<file path="src/rtl/battleship_shot_if.sv">
// Attacker-side bus between the button front end / board and the shot controller.
interface battleship_shot_if;
  logic       btn_up;
  logic       btn_down;
  logic       btn_left;
  logic       btn_right;
  logic       btn_fire;
  logic [1:0] cell_state;
  logic       shoot;
  logic [3:0] shootRow;
  logic [3:0] shootCol;
  logic [4:0] hit_count;
  logic [4:0] shot_count;
  logic [1:0] last_result;
  logic       dup_shot;
  logic       resp_error;
  logic       busy;
  logic       game_over;

  modport master (
    input  btn_up, btn_down, btn_left, btn_right, btn_fire, cell_state,
    output shoot, shootRow, shootCol, hit_count, shot_count, last_result,
           dup_shot, resp_error, busy, game_over
  );

  modport slave (
    output btn_up, btn_down, btn_left, btn_right, btn_fire, cell_state,
    input  shoot, shootRow, shootCol, hit_count, shot_count, last_result,
           dup_shot, resp_error, busy, game_over
  );
endinterface

</file>
<file path="src/rtl/battleship_shot_controller.sv">
// Cursor-driven shot initiator: moves the target, fires once per cell, tallies
// board responses and flags game over once every ship cell has been hit.
module battleship_shot_controller #(
  parameter int unsigned ROWS         = 5,
  parameter int unsigned COLS         = 5,
  parameter int unsigned SHIP_CELLS   = 5,
  parameter int unsigned RESP_TIMEOUT = 4
) (
  input  logic              clk,
  input  logic              rst,
  battleship_shot_if.master bus
);

  localparam int unsigned CELLS = ROWS * COLS;
  localparam int unsigned ROW_W = (ROWS > 1) ? $clog2(ROWS) : 1;
  localparam int unsigned COL_W = (COLS > 1) ? $clog2(COLS) : 1;
  localparam int unsigned IDX_W = (CELLS > 1) ? $clog2(CELLS) : 1;
  localparam int unsigned CNT_W = 5;
  localparam int unsigned POS_W = 4;
  localparam int unsigned TMO_W = $clog2(RESP_TIMEOUT + 1);

  localparam logic [1:0] CELL_MISS = 2'd2;
  localparam logic [1:0] CELL_HIT  = 2'd3;
  localparam logic [1:0] RES_NONE  = 2'd0;

  typedef enum logic [1:0] {
    S_SELECT = 2'd0,
    S_FIRE   = 2'd1,
    S_WAIT   = 2'd2,
    S_DONE   = 2'd3
  } state_t;

  state_t             r_state,    w_state;
  logic [ROW_W-1:0]   r_row,      w_row;
  logic [COL_W-1:0]   r_col,      w_col;
  logic [CELLS-1:0]   r_map,      w_map;
  logic [TMO_W-1:0]   r_tmo,      w_tmo;
  logic [CNT_W-1:0]   r_hit_cnt,  w_hit_cnt;
  logic [CNT_W-1:0]   r_shot_cnt, w_shot_cnt;
  logic [1:0]         r_last,     w_last;
  logic               r_shoot,    w_shoot;
  logic               r_dup,      w_dup;
  logic               r_err,      w_err;
  logic               r_busy,     w_busy;
  logic               r_over,     w_over;
  logic [IDX_W-1:0]   w_idx;
  logic [CNT_W-1:0]   w_hit_inc;
  logic [CNT_W-1:0]   w_shot_inc;

  assign w_idx      = IDX_W'(r_row) * IDX_W'(COLS) + IDX_W'(r_col);
  assign w_hit_inc  = (r_hit_cnt  == CNT_W'(CELLS)) ? r_hit_cnt  : r_hit_cnt  + CNT_W'(1);
  assign w_shot_inc = (r_shot_cnt == CNT_W'(CELLS)) ? r_shot_cnt : r_shot_cnt + CNT_W'(1);

  // Next-state and next-output logic; every registered output is decided here.
  always_comb begin
    w_state    = r_state;
    w_row      = r_row;
    w_col      = r_col;
    w_map      = r_map;
    w_tmo      = r_tmo;
    w_hit_cnt  = r_hit_cnt;
    w_shot_cnt = r_shot_cnt;
    w_last     = r_last;
    w_err      = r_err;
    w_shoot    = 1'b0;
    w_dup      = 1'b0;

    unique case (r_state)
      S_SELECT: begin
        if (bus.btn_fire) begin
          if (r_map[w_idx]) begin
            w_dup = 1'b1;
          end else begin
            w_state = S_FIRE;
            w_shoot = 1'b1;
          end
        end else if (bus.btn_up) begin
          w_row = (r_row == '0) ? ROW_W'(ROWS - 1) : r_row - ROW_W'(1);
        end else if (bus.btn_down) begin
          w_row = (r_row == ROW_W'(ROWS - 1)) ? '0 : r_row + ROW_W'(1);
        end else if (bus.btn_left) begin
          w_col = (r_col == '0) ? COL_W'(COLS - 1) : r_col - COL_W'(1);
        end else if (bus.btn_right) begin
          w_col = (r_col == COL_W'(COLS - 1)) ? '0 : r_col + COL_W'(1);
        end
      end

      S_FIRE: begin
        w_state = S_WAIT;
        w_tmo   = '0;
      end

      S_WAIT: begin
        if (bus.cell_state == CELL_MISS) begin
          w_map[w_idx] = 1'b1;
          w_shot_cnt   = w_shot_inc;
          w_last       = CELL_MISS;
          w_state      = S_SELECT;
        end else if (bus.cell_state == CELL_HIT) begin
          w_map[w_idx] = 1'b1;
          w_shot_cnt   = w_shot_inc;
          w_hit_cnt    = w_hit_inc;
          w_last       = CELL_HIT;
          w_state      = (w_hit_inc == CNT_W'(SHIP_CELLS)) ? S_DONE : S_SELECT;
        end else if (r_tmo == TMO_W'(RESP_TIMEOUT - 1)) begin
          // Board never answered: give up on this shot without marking the cell.
          w_err   = 1'b1;
          w_tmo   = '0;
          w_state = S_SELECT;
        end else begin
          w_tmo = r_tmo + TMO_W'(1);
        end
      end

      S_DONE: begin
        w_state = S_DONE;
      end

      default: begin
        w_state = S_SELECT;
      end
    endcase

    w_busy = (w_state == S_FIRE) || (w_state == S_WAIT);
    w_over = r_over || (w_state == S_DONE);
  end

  always_ff @(posedge clk or posedge rst) begin
    if (rst) begin
      r_state    <= S_SELECT;
      r_row      <= '0;
      r_col      <= '0;
      r_map      <= '0;
      r_tmo      <= '0;
      r_hit_cnt  <= '0;
      r_shot_cnt <= '0;
      r_last     <= RES_NONE;
      r_shoot    <= 1'b0;
      r_dup      <= 1'b0;
      r_err      <= 1'b0;
      r_busy     <= 1'b0;
      r_over     <= 1'b0;
    end else begin
      r_state    <= w_state;
      r_row      <= w_row;
      r_col      <= w_col;
      r_map      <= w_map;
      r_tmo      <= w_tmo;
      r_hit_cnt  <= w_hit_cnt;
      r_shot_cnt <= w_shot_cnt;
      r_last     <= w_last;
      r_shoot    <= w_shoot;
      r_dup      <= w_dup;
      r_err      <= w_err;
      r_busy     <= w_busy;
      r_over     <= w_over;
    end
  end

  assign bus.shoot       = r_shoot;
  assign bus.shootRow    = POS_W'(r_row);
  assign bus.shootCol    = POS_W'(r_col);
  assign bus.hit_count   = r_hit_cnt;
  assign bus.shot_count  = r_shot_cnt;
  assign bus.last_result = r_last;
  assign bus.dup_shot    = r_dup;
  assign bus.resp_error  = r_err;
  assign bus.busy        = r_busy;
  assign bus.game_over   = r_over;

endmodule

</file>
<file path="src/flat_wrapper.sv">
// flat-port wrapper written by rule: the top's interface ports become plain ports
module battleship_shot_controller_flat 
#(
  parameter int unsigned ROWS         = 5,
  parameter int unsigned COLS         = 5,
  parameter int unsigned SHIP_CELLS   = 5,
  parameter int unsigned RESP_TIMEOUT = 4
)
  (clk, rst, bus_btn_up, bus_btn_down, bus_btn_left, bus_btn_right, bus_btn_fire, bus_cell_state, bus_shoot, bus_shootRow, bus_shootCol, bus_hit_count, bus_shot_count, bus_last_result, bus_dup_shot, bus_resp_error, bus_busy, bus_game_over);
  battleship_shot_if bus_i ();
  input  logic clk;
  input  logic rst;
  input wire logic [$bits(bus_i.btn_up)-1:0] bus_btn_up;
  input wire logic [$bits(bus_i.btn_down)-1:0] bus_btn_down;
  input wire logic [$bits(bus_i.btn_left)-1:0] bus_btn_left;
  input wire logic [$bits(bus_i.btn_right)-1:0] bus_btn_right;
  input wire logic [$bits(bus_i.btn_fire)-1:0] bus_btn_fire;
  input wire logic [$bits(bus_i.cell_state)-1:0] bus_cell_state;
  output wire logic [$bits(bus_i.shoot)-1:0] bus_shoot;
  output wire logic [$bits(bus_i.shootRow)-1:0] bus_shootRow;
  output wire logic [$bits(bus_i.shootCol)-1:0] bus_shootCol;
  output wire logic [$bits(bus_i.hit_count)-1:0] bus_hit_count;
  output wire logic [$bits(bus_i.shot_count)-1:0] bus_shot_count;
  output wire logic [$bits(bus_i.last_result)-1:0] bus_last_result;
  output wire logic [$bits(bus_i.dup_shot)-1:0] bus_dup_shot;
  output wire logic [$bits(bus_i.resp_error)-1:0] bus_resp_error;
  output wire logic [$bits(bus_i.busy)-1:0] bus_busy;
  output wire logic [$bits(bus_i.game_over)-1:0] bus_game_over;
  assign bus_i.btn_up = bus_btn_up;
  assign bus_i.btn_down = bus_btn_down;
  assign bus_i.btn_left = bus_btn_left;
  assign bus_i.btn_right = bus_btn_right;
  assign bus_i.btn_fire = bus_btn_fire;
  assign bus_i.cell_state = bus_cell_state;
  assign bus_shoot = bus_i.shoot;
  assign bus_shootRow = bus_i.shootRow;
  assign bus_shootCol = bus_i.shootCol;
  assign bus_hit_count = bus_i.hit_count;
  assign bus_shot_count = bus_i.shot_count;
  assign bus_last_result = bus_i.last_result;
  assign bus_dup_shot = bus_i.dup_shot;
  assign bus_resp_error = bus_i.resp_error;
  assign bus_busy = bus_i.busy;
  assign bus_game_over = bus_i.game_over;
  battleship_shot_controller #(.ROWS(ROWS), .COLS(COLS), .SHIP_CELLS(SHIP_CELLS), .RESP_TIMEOUT(RESP_TIMEOUT)) u_core (.clk(clk), .rst(rst), .bus(bus_i));
endmodule
</file>
<file path="config.mk">
export PLATFORM = sky130hd
export DESIGN_NAME = battleship_shot_controller_flat
export DESIGN_NICKNAME = d
export VERILOG_FILES = /design/src/rtl/battleship_shot_if.sv /design/src/rtl/battleship_shot_controller.sv /design/src/flat_wrapper.sv
export SDC_FILE = /design/constraint.sdc
export NUM_CORES = 1
export LEC_CHECK = 0
export CAP_MARGIN = 0
export CORE_MARGIN = 2
export CORE_UTILIZATION = 50
export DETAILED_ROUTE_END_ITERATION = 6
export GPL_ROUTABILITY_DRIVEN = 0
export HOLD_SLACK_MARGIN = 0.05
export PLACE_DENSITY = 0.75
export SLEW_MARGIN = 20
export SYNTH_ARGS = -nofsm -noshare
export SYNTH_HDL_FRONTEND = slang
export SYNTH_SLANG_ARGS = --single-unit
export TNS_END_PERCENT = 100
</file>
<file path="constraint.sdc">
create_clock -name clk -period 3.4 [get_ports clk]
set_clock_uncertainty 0.1 [all_clocks]
set_input_delay 0.68 -clock clk [delete_from_list [all_inputs] [get_ports clk]]
set_output_delay 0.68 -clock clk [all_outputs]
set_load 0.01 [all_outputs]
</file>
==> PnR_summary.wiki, run 1 <==
{| class="wikitable"
! Metric !! Value
|-
| Number of inserted diodes || 0
|-
| HPWL Detailed || 4.15 mm
|-
| Critical path class || flop to flop
|-
| Async set-or-reset flop fraction in the synthesized netlist || 1.00
|-
| Total of hold buffers inserted after clock tree synthesis || 0
|-
| Std cell rows || 27
|-
| Number of synthesized flops with an enable pin || 0
|-
| Pre-CTS setup slack || -10.1 ps
|-
| Sequential cell area fraction in the yosys report || 0.461
|-
| Maxcap violations || 0
|-
| Arrival time at the worst endpoint || 3370 ps
|-
| Synth Warn # || 0
|-
| TNS Setup || 0 ps
|-
| GR Overflow Total || 0
|-
| Fraction of layout cells with a size suffix above 1 || 0.139
|-
| Peak Freq || 306 MHz
|-
| Relative slew slack || 0.667
|-
| Setup WS post-layout || 133 ps
|-
| Antenna violations before repair || 0
|-
| Final instance area || 3560 µm²
|-
| Type of the tightest min-delay check || flop to flop
|-
| Clock Path Buffers || 2
|-
| Count of buffers from port buffering || 31
|-
| Required time worst endpoint || 3500 ps
|-
| Status || finished, final reports clean
|-
| Average wire per standard cell || 14.7 µm
|-
| Post-route antenna net violation count || 0
|-
| All-Layer GR Usage || 0.192
|-
| Number of max-slew violations in the final report || 0
|-
| First-iteration detailed-routing DRC count || 82
|-
| Placement Cell Area || 3340 µm²
|-
| Clk sink count || 53
|-
| Via count of the first global-routing pass || 2080
|-
| Pin count of the biggest net entering global routing || 40
|-
| Portion of the clock cycle consumed by the worst path in the final layout || 0.961
|-
| Synth top area share || 0.461
|-
| Area inside the core boundary || 5540 µm²
|-
| Clock buffers created by TritonCTS || 5
|-
| Dominant register cell in the synthesized netlist || sky130_fd_sc_hd__dfrtp_1
|-
| Setup violators final || 0
|-
| First-pass GRT wire length || 9.63 mm
|-
| Critical path startpoint category || flop
|-
| Clock slew at the register clock pins of the worst setup and hold paths || 90 ps
|-
| Synthesized netlist cell count || 269
|-
| Routed vias || 2137
|-
| Post-route DRC || 0
|-
| Chip width || 79.9 µm
|-
| Vias per cell || 5.51
|-
| Worst setup EP type || flop
|-
| Layout overhead on the synthesized area || 23.8%
|-
| Number of flip-flops and latches in the synthesized netlist || 53
|-
| Height of the die || 79.9 µm
|-
| Post-Synthesis Cell Area || 2880 µm²
|-
| Util after Layout || 0.643
|-
| Clock root buffer || sky130_fd_sc_hd__clkbuf_8
|-
| Maximum fanout count along the critical path || 7
|-
| Measured slew at the worst slew-check pin || 496 ps
|-
| Initial core utilization || 0.519
|-
| Most area-consuming cells after synthesis || sky130_fd_sc_hd__dfrtp_1 (46%), sky130_fd_sc_hd__ha_1 (11%), sky130_fd_sc_hd__a21o_1 (7.6%), sky130_fd_sc_hd__xnor2_1 (3.3%), sky130_fd_sc_hd__mux2i_1 (3.1%)
|-
| Hold violation total from the final report || 0
|-
| Biggest area consumer among synthesized cells || sky130_fd_sc_hd__dfrtp_1
|-
| CTS HTree Levels || 2
|-
| Mean instance size in the synthesized netlist || 10.7 µm²
|-
| Wire length reported by the detailed router || 5.70 mm
|-
| Pre-Repair DR Iteration Count || 4
|-
| TritonCTS clock tree || done
|-
| Yosys cell types || 48
|-
| Number of primary I/O pins || 34
|-
| Full die area || 6380 µm²
|-
| Clock network latency to the later pin of the worst-skew pair || 310 ps
|-
| Final Net Count || 350
|-
| Shortest clock period the worst path allows after layout || 3270 ps
|}
## registers in the layout (all words and copies together) (netlist names), 2 cells and up
name	flops
u_core.bus.last_result	2
u_core.bus.hit_count	5
u_core.r_col	3
u_core.r_tmo	3
u_core.r_row	3
u_core.r_state	2
u_core.bus.shot_count	5
u_core.r_map	25
## through the flow
step | hold WS, ps | std cells
CTS | 363 | 387
detailed placement | 342 | 377
finish | 358 | 388
global placement | 337 | 377
global route | 375 | 388
floorplan | 320 | 270
## final timing paths
check                      cells past startpoint                              endpoint  slack [ps]                         start
setup reg to reg                              12        u_core.bus.game_over$_DFF_PP0_         130   u_core.r_row[2]$_DFFE_PP0P_
min in group asynchronous                      2  u_core.bus.shot_count[3]$_DFFE_PP0P_         550                           rst
hold / removal                                 1          u_core.r_map[16]$_DFFE_PP0P_         360  u_core.r_map[16]$_DFFE_PP0P_
hold reg to reg                                1          u_core.r_map[16]$_DFFE_PP0P_         360  u_core.r_map[16]$_DFFE_PP0P_
setup / recovery                              12        u_core.bus.game_over$_DFF_PP0_         130   u_core.r_row[2]$_DFFE_PP0P_
max in group asynchronous                      3          u_core.r_map[10]$_DFFE_PP0P_        1860                           rst
## cells by family (layout without fill, tap and decap cells)
logic type      after synthesis  count (layout)  share of synthesized area
mux                          12              12                     0.0444
compound gates               73              73                      0.175
buf+inv                      30              76                     0.0457
simple gates                 61              61                      0.115
fa+ha+maj                    26              26                      0.116
flops                        53              53                      0.461
xor+xnor                     13              13                     0.0422
other cells                   1               2                    0.00130
## cells in the final DEF, fill, tap and decap left out, types with 3 or more instances in the layout
| master | count |
|---|---|
| sky130_fd_sc_hd__buf_4 | 15 |
| sky130_fd_sc_hd__nor3b_1 | 7 |
| sky130_fd_sc_hd__nor2_1 | 9 |
| sky130_fd_sc_hd__ha_4 | 3 |
| sky130_fd_sc_hd__and2_1 | 3 |
| sky130_fd_sc_hd__xnor2_1 | 11 |
| sky130_fd_sc_hd__clkdlybuf4s50_1 | 31 |
| sky130_fd_sc_hd__o21ai_0 | 5 |
| sky130_fd_sc_hd__a21o_1 | 29 |
| sky130_fd_sc_hd__o21ai_1 | 10 |
| sky130_fd_sc_hd__nand4_1 | 4 |
| sky130_fd_sc_hd__ha_1 | 20 |
| sky130_fd_sc_hd__a211oi_1 | 3 |
| sky130_fd_sc_hd__nand3b_1 | 3 |
| sky130_fd_sc_hd__nor3_1 | 8 |
| sky130_fd_sc_hd__nand3_1 | 4 |
| sky130_fd_sc_hd__a21oi_1 | 7 |
| sky130_fd_sc_hd__nor2b_1 | 4 |
| sky130_fd_sc_hd__clkbuf_8 | 6 |
| sky130_fd_sc_hd__o22ai_1 | 3 |
| sky130_fd_sc_hd__inv_1 | 19 |
| sky130_fd_sc_hd__mux2i_1 | 9 |
| sky130_fd_sc_hd__nand2_1 | 11 |
| sky130_fd_sc_hd__dfrtp_1 | 51 |
## routing by layer
layer  share of wire  track usage
met1            0.48        0.249
met5               0            0
met4           0.013       0.0508
met3           0.030       0.0419
met2            0.48        0.327
## final cells by class
cell class | instances | area, µm²
fill | 424 | 1980
clock buffer | 7 | 86.3
inverter | 20 | 75.1
tap | 72 | 90.1
multi-input combinational | 187 | 1510
sequential | 53 | 1330
clock inverter | 1 | 30.0
timing repair buffer | 48 | 445
## critical path, cell delays in order, from the launching register on
cell and delay (ps):
sky130_fd_sc_hd__dfrtp_2 430, sky130_fd_sc_hd__ha_4 250, sky130_fd_sc_hd__ha_4 250, sky130_fd_sc_hd__fa_2 600
sky130_fd_sc_hd__buf_6 140, sky130_fd_sc_hd__mux2i_1 190, sky130_fd_sc_hd__o22ai_1 100, sky130_fd_sc_hd__o21ai_1 170
sky130_fd_sc_hd__a31oi_2 110, sky130_fd_sc_hd__o31ai_1 250, sky130_fd_sc_hd__a22oi_1 130, sky130_fd_sc_hd__ha_2 190
sky130_fd_sc_hd__or2_4 230
## timing repair
action / in CTS / in global routing
gates resized for setup: 6 / 10
setup endpoints to repair: 1 / 1
buffers inserted: 2 / 1
pin swaps: 4 / 11
## cell usage after synthesis, types with 4 or more instances
master	count
sky130_fd_sc_hd__nor2b_1	4
sky130_fd_sc_hd__xnor2_1	11
sky130_fd_sc_hd__o21ai_0	6
sky130_fd_sc_hd__nand2_1	11
sky130_fd_sc_hd__a21o_1	29
sky130_fd_sc_hd__ha_1	25
sky130_fd_sc_hd__mux2i_1	9
sky130_fd_sc_hd__clkbuf_1	4
sky130_fd_sc_hd__nor3b_1	7
sky130_fd_sc_hd__dfrtp_1	53
sky130_fd_sc_hd__nor2_1	10
sky130_fd_sc_hd__o21ai_1	10
sky130_fd_sc_hd__a21oi_1	7
sky130_fd_sc_hd__nand4_1	4
sky130_fd_sc_hd__nor3_1	9
sky130_fd_sc_hd__nand3_1	4
sky130_fd_sc_hd__inv_1	20
Power of run 1 is left out: the tool's default activity adds up to more than one toggle a clock period on the data nets, which glitch-free logic cannot reach.
==> run 2, diff against run 1 <==
- HOLD_SLACK_MARGIN: 0.05 -> not set
- TNS_END_PERCENT: 100 -> not set
==> results of run 2 <==
The final DEF is identical to that of run 1; final timing and power are the same.
Power of run 2 is left out for the same reason.
==> run 3, diff against run 2 <==
- CORE_UTILIZATION: 50 -> 30
- PLACE_DENSITY: 0.75 -> not set
==> run 3 against run 2 <==
Net effect:
- final area up 0.95%
- worst setup slack better by 51 ps
- global-route usage fell by 7.8 points
- register-to-register slack improved by 50 ps
- fmax is 1.6% higher
- first-iteration DRC count grew 28%
- final cell count is 14% higher
- sequential cell count unchanged
- critical path depth is the same
- sequential share of layout area is 0.35 points lower
- critical path type unchanged
- largest cell class unchanged
==> PnR_summary.wiki, run 3 (synthesis gave the netlist of run 1 again) <==
{| class="wikitable"
! Metric !! Value
|-
| TritonCTS clock tree || done
|-
| Most common cell after layout, fill and taps aside || sky130_fd_sc_hd__dfrtp_1
|-
| Dominant delay contributor by cell family on the critical path || compound AO/OA/AOI/OAI gates
|-
| Hold violation total from the final report || 0
|-
| Maxcap violations || 0
|-
| Worst path bufs/invs || 1
|-
| Relative slew slack || 0.463
|-
| Shortest clock period the worst path allows after layout || 3220 ps
|-
| Wire length reported by the detailed router || 5.59 mm
|-
| Clock slew at the register clock pins of the worst setup and hold paths || 90 ps
|-
| Clock buffers created by TritonCTS || 5
|-
| Clk sink count || 53
|-
| Layout overhead on the synthesized area || 25.0%
|-
| Setup violators final || 0
|-
| Arrival time at the worst endpoint || 3310 ps
|-
| Critical path class || flop to flop
|-
| Clock network latency to the later pin of the worst-skew pair || 300 ps
|-
| Routed vias || 2104
|-
| Maximum vdd ir drop || 0.607 mV
|-
| Final Net Count || 349
|-
| Setup slack, reg-to-reg || 180 ps
|-
| Critical path startpoint category || flop
|-
| Pwr per Cell Area || 1130 nW/µm²
|-
| Peak Freq || 311 MHz
|-
| Pre-Repair DR Iteration Count || 4
|-
| Average wire per standard cell || 12.6 µm
|-
| Leakage power total || 1.74 nW
|-
| Measured slew at the worst slew-check pin || 804 ps
|-
| Antenna violations before repair || 0
|-
| Portion of the clock cycle consumed by the worst path in the final layout || 0.946
|-
| Critical path's most frequent cell || sky130_fd_sc_hd__ha_4
|-
| CTS HTree Levels || 2
|-
| Count of buffers from port buffering || 31
|-
| Placement Cell Area || 3410 µm²
|-
| Vias per cell || 4.74
|-
| Util after Layout || 0.387
|-
| Type of the tightest min-delay check || flop to flop
|-
| Post-route DRC || 0
|-
| Initial core utilization || 0.310
|-
| Status || finished, final reports clean
|-
| Flip-flop count of the largest register after layout || 25
|-
| Pin count of the biggest net entering global routing || 29
|-
| Number of max-slew violations in the final report || 0
|-
| Clock Path Buffers || 2
|-
| GR Overflow Total || 0
|-
| Maximum fanout count along the critical path || 3
|-
| Area inside the core boundary || 9280 µm²
|-
| Post-layout total power || 0.00407 W
|-
| TNS Setup || 0 ps
|-
| All-Layer GR Usage || 0.114
|-
| First-pass GRT wire length || 9.54 mm
|-
| HPWL Detailed || 4.13 mm
|-
| First-iteration detailed-routing DRC count || 105
|-
| Via count of the first global-routing pass || 1986
|-
| Commonest non-fill, non-tap cells in the layout || sky130_fd_sc_hd__dfrtp_1 (51), sky130_fd_sc_hd__clkdlybuf4s50_1 (31), sky130_fd_sc_hd__a21o_1 (29)
|-
| Number of inserted diodes || 0
|-
| Cell-by-cell listing of the critical path || buf_6 > ha_4 > ha_4 > fa_2 > a21bo_2 > o211a_1 > a2111oi_2 > a311oi_2 > o31ai_1 > a22oi_1 > ha_2 > or2_4
|-
| Biggest cell delay along the critical path || 590 ps
|-
| Critical-path top delay cell || sky130_fd_sc_hd__fa_2
|-
| Clock root buffer || sky130_fd_sc_hd__clkbuf_8
|-
| Height of the die || 102 µm
|-
| Number of primary I/O pins || 34
|-
| Chip width || 102 µm
|-
| Full die area || 10400 µm²
|-
| Required time worst endpoint || 3490 ps
|-
| Final instance area || 3600 µm²
|-
| Biggest register || u_core.r_map
|-
| Total placed cells including tap cells || 431
|-
| Fraction of layout cells with a size suffix above 1 || 0.124
|-
| Worst setup EP type || flop
|-
| Post-route insts no fill || 444
|-
| Std cell rows || 35
|-
| Unrepaired setup endpoints after global routing || no
|-
| Post-route antenna net violation count || 0
|}
## run 3: metrics by stage
step,hold slack (ps),worst slack [ps]
after detailed placement,343,32.1
final,359,184
after global routing,378,21.0
after floorplan,320,31.2
after global placement,339,92.0
after CTS,363,22.0
## run 3: worst reg2reg max path, cell delays in order, from the launching register on
cell and delay (ps):
sky130_fd_sc_hd__dfrtp_2 440, sky130_fd_sc_hd__buf_6 130, sky130_fd_sc_hd__ha_4 150, sky130_fd_sc_hd__ha_4 160, sky130_fd_sc_hd__fa_2 590, sky130_fd_sc_hd__a21bo_2 220
sky130_fd_sc_hd__o211a_1 130, sky130_fd_sc_hd__a2111oi_2 310, sky130_fd_sc_hd__a311oi_2 90, sky130_fd_sc_hd__o31ai_1 240, sky130_fd_sc_hd__a22oi_1 130, sky130_fd_sc_hd__ha_2 190
sky130_fd_sc_hd__or2_4 240
## run 3: what timing repair did
| item | CTS | global route |
|---|---|---|
| setup buffers | 0 | 4 |
| resized for setup | 0 | 13 |
| endpoints found under the setup margin | 0 | 2 |
| hold buffers | 0 | 0 |
## run 3: power by group
group	total (W)	switching, W	internal, W
sequential	0.00108	0.000203	0.000878
combinational	0.00265	0.00136	0.00129
clock	0.000338	0.000192	0.000146
total	0.00407	0.00176	0.00231
## run 3: cell type report
| type | instances | area [µm²] |
|---|---|---|
| fillers | 902 | 5690 |
| multi-input cells | 187 | 1500 |
| flip-flops and latches | 53 | 1330 |
| repair buffers | 47 | 448 |
| well taps | 129 | 161 |
| clock buffers | 7 | 76.3 |
| inverters | 20 | 75.1 |
| clock inverters | 1 | 7.51 |
## run 3: worst paths after layout
path	startpoint	cells past startpoint	endpoint
max	u_core.r_row[0]$_DFFE_PP0P_	12	u_core.bus.game_over$_DFF_PP0_
min	u_core.r_map[18]$_DFFE_PP0P_	1	u_core.r_map[18]$_DFFE_PP0P_
max reg2reg	u_core.r_row[0]$_DFFE_PP0P_	12	u_core.bus.game_over$_DFF_PP0_
min reg2reg	u_core.r_map[18]$_DFFE_PP0P_	1	u_core.r_map[18]$_DFFE_PP0P_
max in group asynchronous	rst	3	u_core.bus.hit_count[0]$_DFFE_PP0P_
min in group asynchronous	rst	2	u_core.r_map[21]$_DFFE_PP0P_
## run 3: layer usage
layer | vias up | global-route usage | wire (µm) | share of wire
met2 | 40 | 0.178 | 2520 | 0.45
met3 | 5 | 0.0253 | 218 | 0.039
li1 | 1038 | - | - | -
met4 | 0 | 0.0338 | 46 | 0.0082
met5 | - | 0 | 0 | 0
met1 | 1021 | 0.160 | 2800 | 0.50
Power figures use the tool's default switching activity.
